File: config.mk
export PLATFORM = sky130hd
export DESIGN_NAME = fifo_share_ctrl_flat
export DESIGN_NICKNAME = d
export VERILOG_FILES = /design/src/rtl/fifo_share_pkg.sv /design/src/rtl/fifo_share_ctrl_if.sv /design/src/rtl/fifo_share_ctrl_rr_arbiter.sv /design/src/rtl/fifo_share_ctrl.sv /design/src/flat_wrapper.sv
export SDC_FILE = /design/constraint.sdc
export NUM_CORES = 1
export LEC_CHECK = 0
export CORE_UTILIZATION = 30
export DETAILED_ROUTE_END_ITERATION = 8
export DONT_BUFFER_PORTS = 1
export PLACE_DENSITY = 0.44
export SLEW_MARGIN = 10
export SYNTH_ARGS = -nofsm -noshare
export SYNTH_HDL_FRONTEND = slang
export SYNTH_SLANG_ARGS = --single-unit
File: constraint.sdc
create_clock -name clk -period 4.5 [get_ports clk]
set_input_delay 0.9 -clock clk [delete_from_list [all_inputs] [get_ports clk]]
set_output_delay 0.9 -clock clk [all_outputs]
set_load 0.01 [all_outputs]
File: src/rtl/fifo_share_pkg.sv
// fifo_share_pkg: state encoding and sizing helpers shared by fifo_share_ctrl and its arbiter
package fifo_share_pkg;
  typedef enum logic {ST_RUN = 1'b0, ST_FLUSH = 1'b1} state_t;
  function automatic int idx_w(input int n);
    return (n > 1) ? $clog2(n) : 1;
  endfunction
endpackage

File: src/rtl/fifo_share_ctrl_if.sv
// fifo_share_ctrl_if: producer, consumer, flush and Fifo-port signals of the shared Fifo controller
interface fifo_share_ctrl_if #(
  parameter int N_REQ = 4,
  parameter int DATA_WIDTH = 8,
  parameter int DEPTH = 16
);
  logic [N_REQ-1:0] req;
  logic [N_REQ-1:0] grant;
  logic [N_REQ*DATA_WIDTH-1:0] req_data;
  logic cons_req;
  logic cons_valid;
  logic [DATA_WIDTH-1:0] cons_data;
  logic flush;
  logic flush_done;
  logic [$clog2(DEPTH)-1:0] level;
  logic fifo_wr_enable;
  logic [DATA_WIDTH-1:0] fifo_data_in;
  logic fifo_rd_enable;
  logic [DATA_WIDTH-1:0] fifo_data_out;
  logic fifo_full;
  logic fifo_empty;
  modport master (
    input req, req_data, cons_req, flush, fifo_data_out, fifo_full, fifo_empty,
    output grant, cons_valid, cons_data, flush_done, level, fifo_wr_enable, fifo_data_in, fifo_rd_enable
  );
  modport slave (
    output req, req_data, cons_req, flush, fifo_data_out, fifo_full, fifo_empty,
    input grant, cons_valid, cons_data, flush_done, level, fifo_wr_enable, fifo_data_in, fifo_rd_enable
  );
endinterface

File: src/rtl/fifo_share_ctrl_rr_arbiter.sv
// rr_arbiter: combinational round-robin pick of the first request at or after ptr
module rr_arbiter
  import fifo_share_pkg::*;
#(
  parameter int N = 4,
  parameter int IW = idx_w(N)
) (
  input  logic [N-1:0]  req,
  input  logic [IW-1:0] ptr,
  input  logic          en,
  output logic [N-1:0]  grant,
  output logic [IW-1:0] grant_idx
);
  logic [N-1:0] rot;
  logic [IW-1:0] k;
  logic [IW:0] sum;
  always_comb begin
    rot = N'({req, req} >> ptr);
    k = '0;
    for (int i = N - 1; i >= 0; i--) if (rot[i]) k = IW'(i);
    sum = {1'b0, ptr} + {1'b0, k};
    grant_idx = (sum >= (IW+1)'(N)) ? IW'(sum - (IW+1)'(N)) : sum[IW-1:0];
    grant = (en && |req) ? (N'(1) << grant_idx) : '0;
  end
endmodule

File: src/rtl/fifo_share_ctrl.sv
// fifo_share_ctrl: round-robin sharing of one Fifo between N_REQ producers and one consumer, with flush drain
module fifo_share_ctrl
  import fifo_share_pkg::*;
#(
  parameter int N_REQ = 4,
  parameter int DATA_WIDTH = 8,
  parameter int DEPTH = 16
) (
  input logic clk,
  input logic reset,
  fifo_share_ctrl_if.master bus
);
  localparam int IW = idx_w(N_REQ);
  localparam int LW = $clog2(DEPTH);
  state_t state, state_nx;
  logic [IW-1:0] rr_ptr, gidx;
  logic [N_REQ-1:0] grant;
  logic [LW-1:0] level;
  logic in_run, wr, rd, cons_valid, flush_done;
  assign in_run = (state == ST_RUN) && !reset;
  rr_arbiter #(.N(N_REQ)) u_arb (
    .req(bus.req),
    .ptr(rr_ptr),
    .en(in_run && !bus.fifo_full),
    .grant(grant),
    .grant_idx(gidx)
  );
  always_comb begin
    state_nx = (state == ST_RUN) ? (bus.flush ? ST_FLUSH : ST_RUN) : (bus.fifo_empty ? ST_RUN : ST_FLUSH);
    wr = |grant;
    rd = !reset && !bus.fifo_empty && (bus.cons_req || state == ST_FLUSH);
  end
  // cons_valid marks a consumer read issued last cycle; flush reads never become valid
  always_ff @(posedge clk or posedge reset)
    if (reset) begin
      state <= ST_RUN;
      rr_ptr <= '0;
      level <= '0;
      cons_valid <= 1'b0;
      flush_done <= 1'b0;
    end else begin
      state <= state_nx;
      if (wr) rr_ptr <= (gidx == IW'(N_REQ - 1)) ? '0 : gidx + 1'b1;
      level <= (wr && !rd) ? level + 1'b1 : (rd && !wr) ? level - 1'b1 : level;
      cons_valid <= rd && state == ST_RUN;
      flush_done <= state == ST_FLUSH && bus.fifo_empty;
    end
  always_ff @(posedge clk)
    if (!reset) assert (!(wr && !rd && level == LW'(DEPTH - 1)) && !(rd && !wr && level == '0));
  assign bus.grant = grant;
  assign bus.fifo_wr_enable = wr;
  assign bus.fifo_data_in = wr ? bus.req_data[int'(gidx) * DATA_WIDTH +: DATA_WIDTH] : '0;
  assign bus.fifo_rd_enable = rd;
  assign bus.cons_valid = cons_valid;
  assign bus.cons_data = cons_valid ? bus.fifo_data_out : '0;
  assign bus.flush_done = flush_done;
  assign bus.level = level;
endmodule
File: src/flat_wrapper.sv
// flat-port wrapper written by rule: the top's interface ports become plain ports
module fifo_share_ctrl_flat import fifo_share_pkg::*;
#(
  parameter int N_REQ = 4,
  parameter int DATA_WIDTH = 8,
  parameter int DEPTH = 16
)
  (clk, reset, bus_req, bus_req_data, bus_cons_req, bus_flush, bus_fifo_data_out, bus_fifo_full, bus_fifo_empty, bus_grant, bus_cons_valid, bus_cons_data, bus_flush_done, bus_level, bus_fifo_wr_enable, bus_fifo_data_in, bus_fifo_rd_enable);
  fifo_share_ctrl_if #(.N_REQ(N_REQ), .DATA_WIDTH(DATA_WIDTH), .DEPTH(DEPTH)) bus_i ();
  input logic clk;
  input logic reset;
  input wire logic [$bits(bus_i.req)-1:0] bus_req;
  input wire logic [$bits(bus_i.req_data)-1:0] bus_req_data;
  input wire logic [$bits(bus_i.cons_req)-1:0] bus_cons_req;
  input wire logic [$bits(bus_i.flush)-1:0] bus_flush;
  input wire logic [$bits(bus_i.fifo_data_out)-1:0] bus_fifo_data_out;
  input wire logic [$bits(bus_i.fifo_full)-1:0] bus_fifo_full;
  input wire logic [$bits(bus_i.fifo_empty)-1:0] bus_fifo_empty;
  output wire logic [$bits(bus_i.grant)-1:0] bus_grant;
  output wire logic [$bits(bus_i.cons_valid)-1:0] bus_cons_valid;
  output wire logic [$bits(bus_i.cons_data)-1:0] bus_cons_data;
  output wire logic [$bits(bus_i.flush_done)-1:0] bus_flush_done;
  output wire logic [$bits(bus_i.level)-1:0] bus_level;
  output wire logic [$bits(bus_i.fifo_wr_enable)-1:0] bus_fifo_wr_enable;
  output wire logic [$bits(bus_i.fifo_data_in)-1:0] bus_fifo_data_in;
  output wire logic [$bits(bus_i.fifo_rd_enable)-1:0] bus_fifo_rd_enable;
  assign bus_i.req = bus_req;
  assign bus_i.req_data = bus_req_data;
  assign bus_i.cons_req = bus_cons_req;
  assign bus_i.flush = bus_flush;
  assign bus_i.fifo_data_out = bus_fifo_data_out;
  assign bus_i.fifo_full = bus_fifo_full;
  assign bus_i.fifo_empty = bus_fifo_empty;
  assign bus_grant = bus_i.grant;
  assign bus_cons_valid = bus_i.cons_valid;
  assign bus_cons_data = bus_i.cons_data;
  assign bus_flush_done = bus_i.flush_done;
  assign bus_level = bus_i.level;
  assign bus_fifo_wr_enable = bus_i.fifo_wr_enable;
  assign bus_fifo_data_in = bus_i.fifo_data_in;
  assign bus_fifo_rd_enable = bus_i.fifo_rd_enable;
  fifo_share_ctrl #(.N_REQ(N_REQ), .DATA_WIDTH(DATA_WIDTH), .DEPTH(DEPTH)) u_core (.clk(clk), .reset(reset), .bus(bus_i));
endmodule
==> flow_summary.ini <==
[detailed_routing]
wire_per_inst_um = 14.74
antenna_left = 0
vias = 919
drt-total-wl_um = 2520
viasPerCell = 5.374
drc = 0
firstDrtPassIters = 4
drt_iter0_drc = 67

[setup_path]
path_class = input pin to primary output
crit_family = compound AO/OA/AOI/OAI gates
slowest_stage = a211oi_1
endpoint_kind = primary output
crit_top_cell = ha_1
critPathMaxStageDelay_ns = 0.38
startpoint_type = input pin
cp_max_fo = 9
crit_required_ns = 3.60
path_buf_inv = 3
critical_path.cell_chain = nor2_1, o21ai_0, o221ai_1, ha_1, xnor2_1, and4_4, or2_4, inv_4, ha_1, inv_1, nand2_1, o31ai_4, buf_4, a211oi_1
r2r_cells = 22
arrival_ns = 3.42
path_depth = 14

[grt]
grt_start_max_net_pins = 20
top_usage_layer = met2
grt_usage_pct = 13.42
grt_pass1_wl_um = 4291
met2_usage_pct = 22.69
grt_remaining_overflow = 0
grt_pass1_vias = 912
antenna_found_initial = 0
gr-usage-met3_pct = 4.197
grt_use_met1_pct = 16.55

[power_and_ir_drop]
seqPwrFrac_pct = 19.8
power_frac_clock_pct = 7.0
leakagePower_nw = 0.5219
swShare_pct = 48.52
intPower_mw = 0.4460
p_comb_share_pct = 73.2
power.switching_mw = 0.4203
power_density_nw_per_um2 = 724.3
ir_drop_v = 0.0002290

[placement]
dpl.cell_count = 167
placed_cell_area_um2 = 1159
io_buffers = 0
place_ws_ns = 0.1355
gp_congestion = 0.7906
dpl.hpwl_um = 2031

[floorplan]
rows = 21
fp.dieW_um = 62.52
core_um2 = 3416
initial_core_util_pct = 32.16
die_area_um2 = 3908
io_pins = 78
die_h_um = 62.52

[synth]
synth_fp_nets = 178
postSynthCellCount = 121
synth_cell_types = 40
synth_top_flop_cell = dfrtp_1
synth_top_area_share_pct = 20.50
syn_area_per_cell_um2 = 9.079
yosysWarnings = 0
yosysTopAreaCell = dfrtp_1
synth-edff-count = 0
seq_area_frac_synth_pct = 20.50
synth_area_leaders = dfrtp_1 21%, mux2i_1 15%, ha_1 6.8%, a211oi_1 5.5%, and2_1 5.1%
async_flop_share_pct = 100.0
syn_area_um2 = 1099
ys_seq_elements = 9

[cts]
numCtsBuffers = 3
insertion_delay_ns = 0.26
htreeDepth = 1
cts_setup_buffers = 0
clk_pin_slew_worst_paths_ns = 0.06
cts_tree = done
clock_path_buffers = 2
cts-root-buf = clkbuf_4
clock_sinks = 9
cts_hold_buf = 0

[timing]
clock_skew_ns = 0.003185
hold_violations = 0
slew_violations = 0
hold_slack_ns = 0.4884
rsz0062_at_grt = true
slew_headroom_pct = 60.59
max_freq_mhz = 231.5
worst_pin_slew_ns = 0.5900
period_minus_slack_ns = 4.320
setup_slack_ns = 0.1802
fin_crit_sh_pct = 95.99
finalSetupViolations = 0

[flow_run]
max_cap_violations = 0

[final_layout]
nets = 183
num_antenna_cells = 0
fillers = 377
drive_gt1_share_pct = 16.80
fin_area_um2 = 1196
syn2layout_area_growth_pct = 8.884
final_cells = 171

[worst_hold_path]
hold_class = input pin to async pin

[run_status]
status = finished clean
layout make-up:
| class | count | area (µm²) | share of cell area [%] |
|---|---|---|---|
| Clock buffer | 4 | 26.28 | 2.197 |
| Timing Repair Buffer | 5 | 37.54 | 3.138 |
| Inverter | 7 | 28.78 | 2.406 |
| Multi-Input combinational cell | 100 | 819.5 | 68.51 |
| Sequential cell | 9 | 226.5 | 18.93 |
| Tap cell | 46 | 57.56 | 4.812 |
cells by family (layout without fill, tap and decap cells):
group | after synthesis | count (layout) | synth area share (%)
AND/OR/NAND/NOR | 36 | 36 | 19.25
AO/OA/AOI/OAI | 33 | 33 | 23.92
multiplexers | 19 | 19 | 17.88
buffers and inverters | 12 | 16 | 5.809
flip-flops | 9 | 9 | 20.50
adder cells (fa/ha/maj) | 7 | 7 | 8.656
XOR/XNOR | 5 | 5 | 3.986
path summary, 6_finish.rpt:
kind / startpoint / end / slack (ns)
worst max-delay path: bus_req[0] / bus_fifo_data_in[6] / 0.18
worst min-delay path: reset / u_core.bus.level[3] / 0.49
worst max register to register: u_core.rr_ptr[0] / u_core.bus.level[3] / 0.57
max in group asynchronous: reset / u_core.rr_ptr[0] / 3.74
worst min register to register: u_core.bus.level[3] / u_core.bus.level[3] / 0.53
min in group clk: u_core.bus.level[3] / u_core.bus.level[3] / 0.53
power groups by stage:
stage               clock network [mW]  logic [mW]  registers, mW
finish                          0.0606       0.634          0.171
global route                    0.0718       0.713          0.179
CTS                             0.0643       0.634          0.171
detailed placement                   0       0.630          0.172
global placement                     0       0.620          0.171
floorplan                            0       0.554          0.152
cells in the final DEF (no fill, tap or decap), drive strengths merged:
| cell type | Yosys | routed |
|---|---|---|
| o21ai | 6 | 6 |
| and2 | 9 | 9 |
| nor3b | 1 | 1 |
| a2111oi | 2 | 2 |
| nor2b | 2 | 2 |
| and4 | 1 | 1 |
| inv | 7 | 7 |
| xnor2 | 4 | 4 |
| xor2 | 1 | 1 |
| o22ai | 1 | 1 |
| fa | 1 | 1 |
| buf | 3 | 5 |
| a2111o | 1 | 1 |
| a211oi | 8 | 8 |
| nand2b | 2 | 2 |
| and3b | 1 | 1 |
| or2 | 1 | 1 |
| o31ai | 2 | 2 |
| a31oi | 1 | 1 |
| mux2 | 2 | 2 |
| nor3 | 4 | 4 |
| a21o | 2 | 2 |
| nand2 | 5 | 5 |
| o21a | 7 | 7 |
| and2b | 2 | 2 |
| dfrtp | 9 | 9 |
| or4 | 1 | 1 |
| clkbuf | 2 | 4 |
| ha | 6 | 6 |
| a21oi | 1 | 1 |
| o221ai | 2 | 2 |
| nor2 | 6 | 6 |
| mux2i | 17 | 17 |
| and3 | 1 | 1 |
flip-flops by register name, summed over array words and instances, names as in the netlist:
name,count
u_core.bus.level,4
u_core.rr_ptr,2
u_core.state,1
u_core.bus.cons_valid,1
u_core.bus.flush_done,1
metrics by stage:
| step | total power, mW | utilization (%) | TNS [ns] |
|---|---|---|---|
| 2_1_floorplan | 0.7061 | - | 0 |
| 3_3_place_gp | 0.7910 | 33.92 | 0 |
| 4_1_cts | 0.8690 | 34.69 | 0 |
| 6_report | 0.8663 | 35.02 | 0 |
| 5_1_grt | 0.9639 | 35.02 | -0.1428 |
| 3_5_place_dp | 0.8025 | 33.92 | 0 |
routing by layer:
layer | up-vias | routed length [µm]
li1 | 455 | -
met3 | 2 | 134
met1 | 437 | 1067
met5 | - | 0
met4 | 0 | 8
met2 | 25 | 1309
cells in the mapped netlist (2+ instances only):
cell type	instances
nor3_1	4
nor2b_1	2
a21o_1	2
o21ai_1	2
inv_1	6
o21a_1	7
o221ai_1	2
o21ai_0	4
nand2b_1	2
a211oi_1	8
xnor2_1	4
buf_6	2
and2b_1	2
clkbuf_1	2
and2_1	9
mux2i_1	17
nand2_1	5
ha_1	6
dfrtp_1	9
nor2_1	6
what timing repair did:
| item | CTS | global route |
|---|---|---|
| gates resized for setup | 0 | 3 |
| endpoints found under the hold margin | 0 | 0 |
| endpoints found under the setup margin | 0 | 8 |
Power figures use the tool's default switching activity.
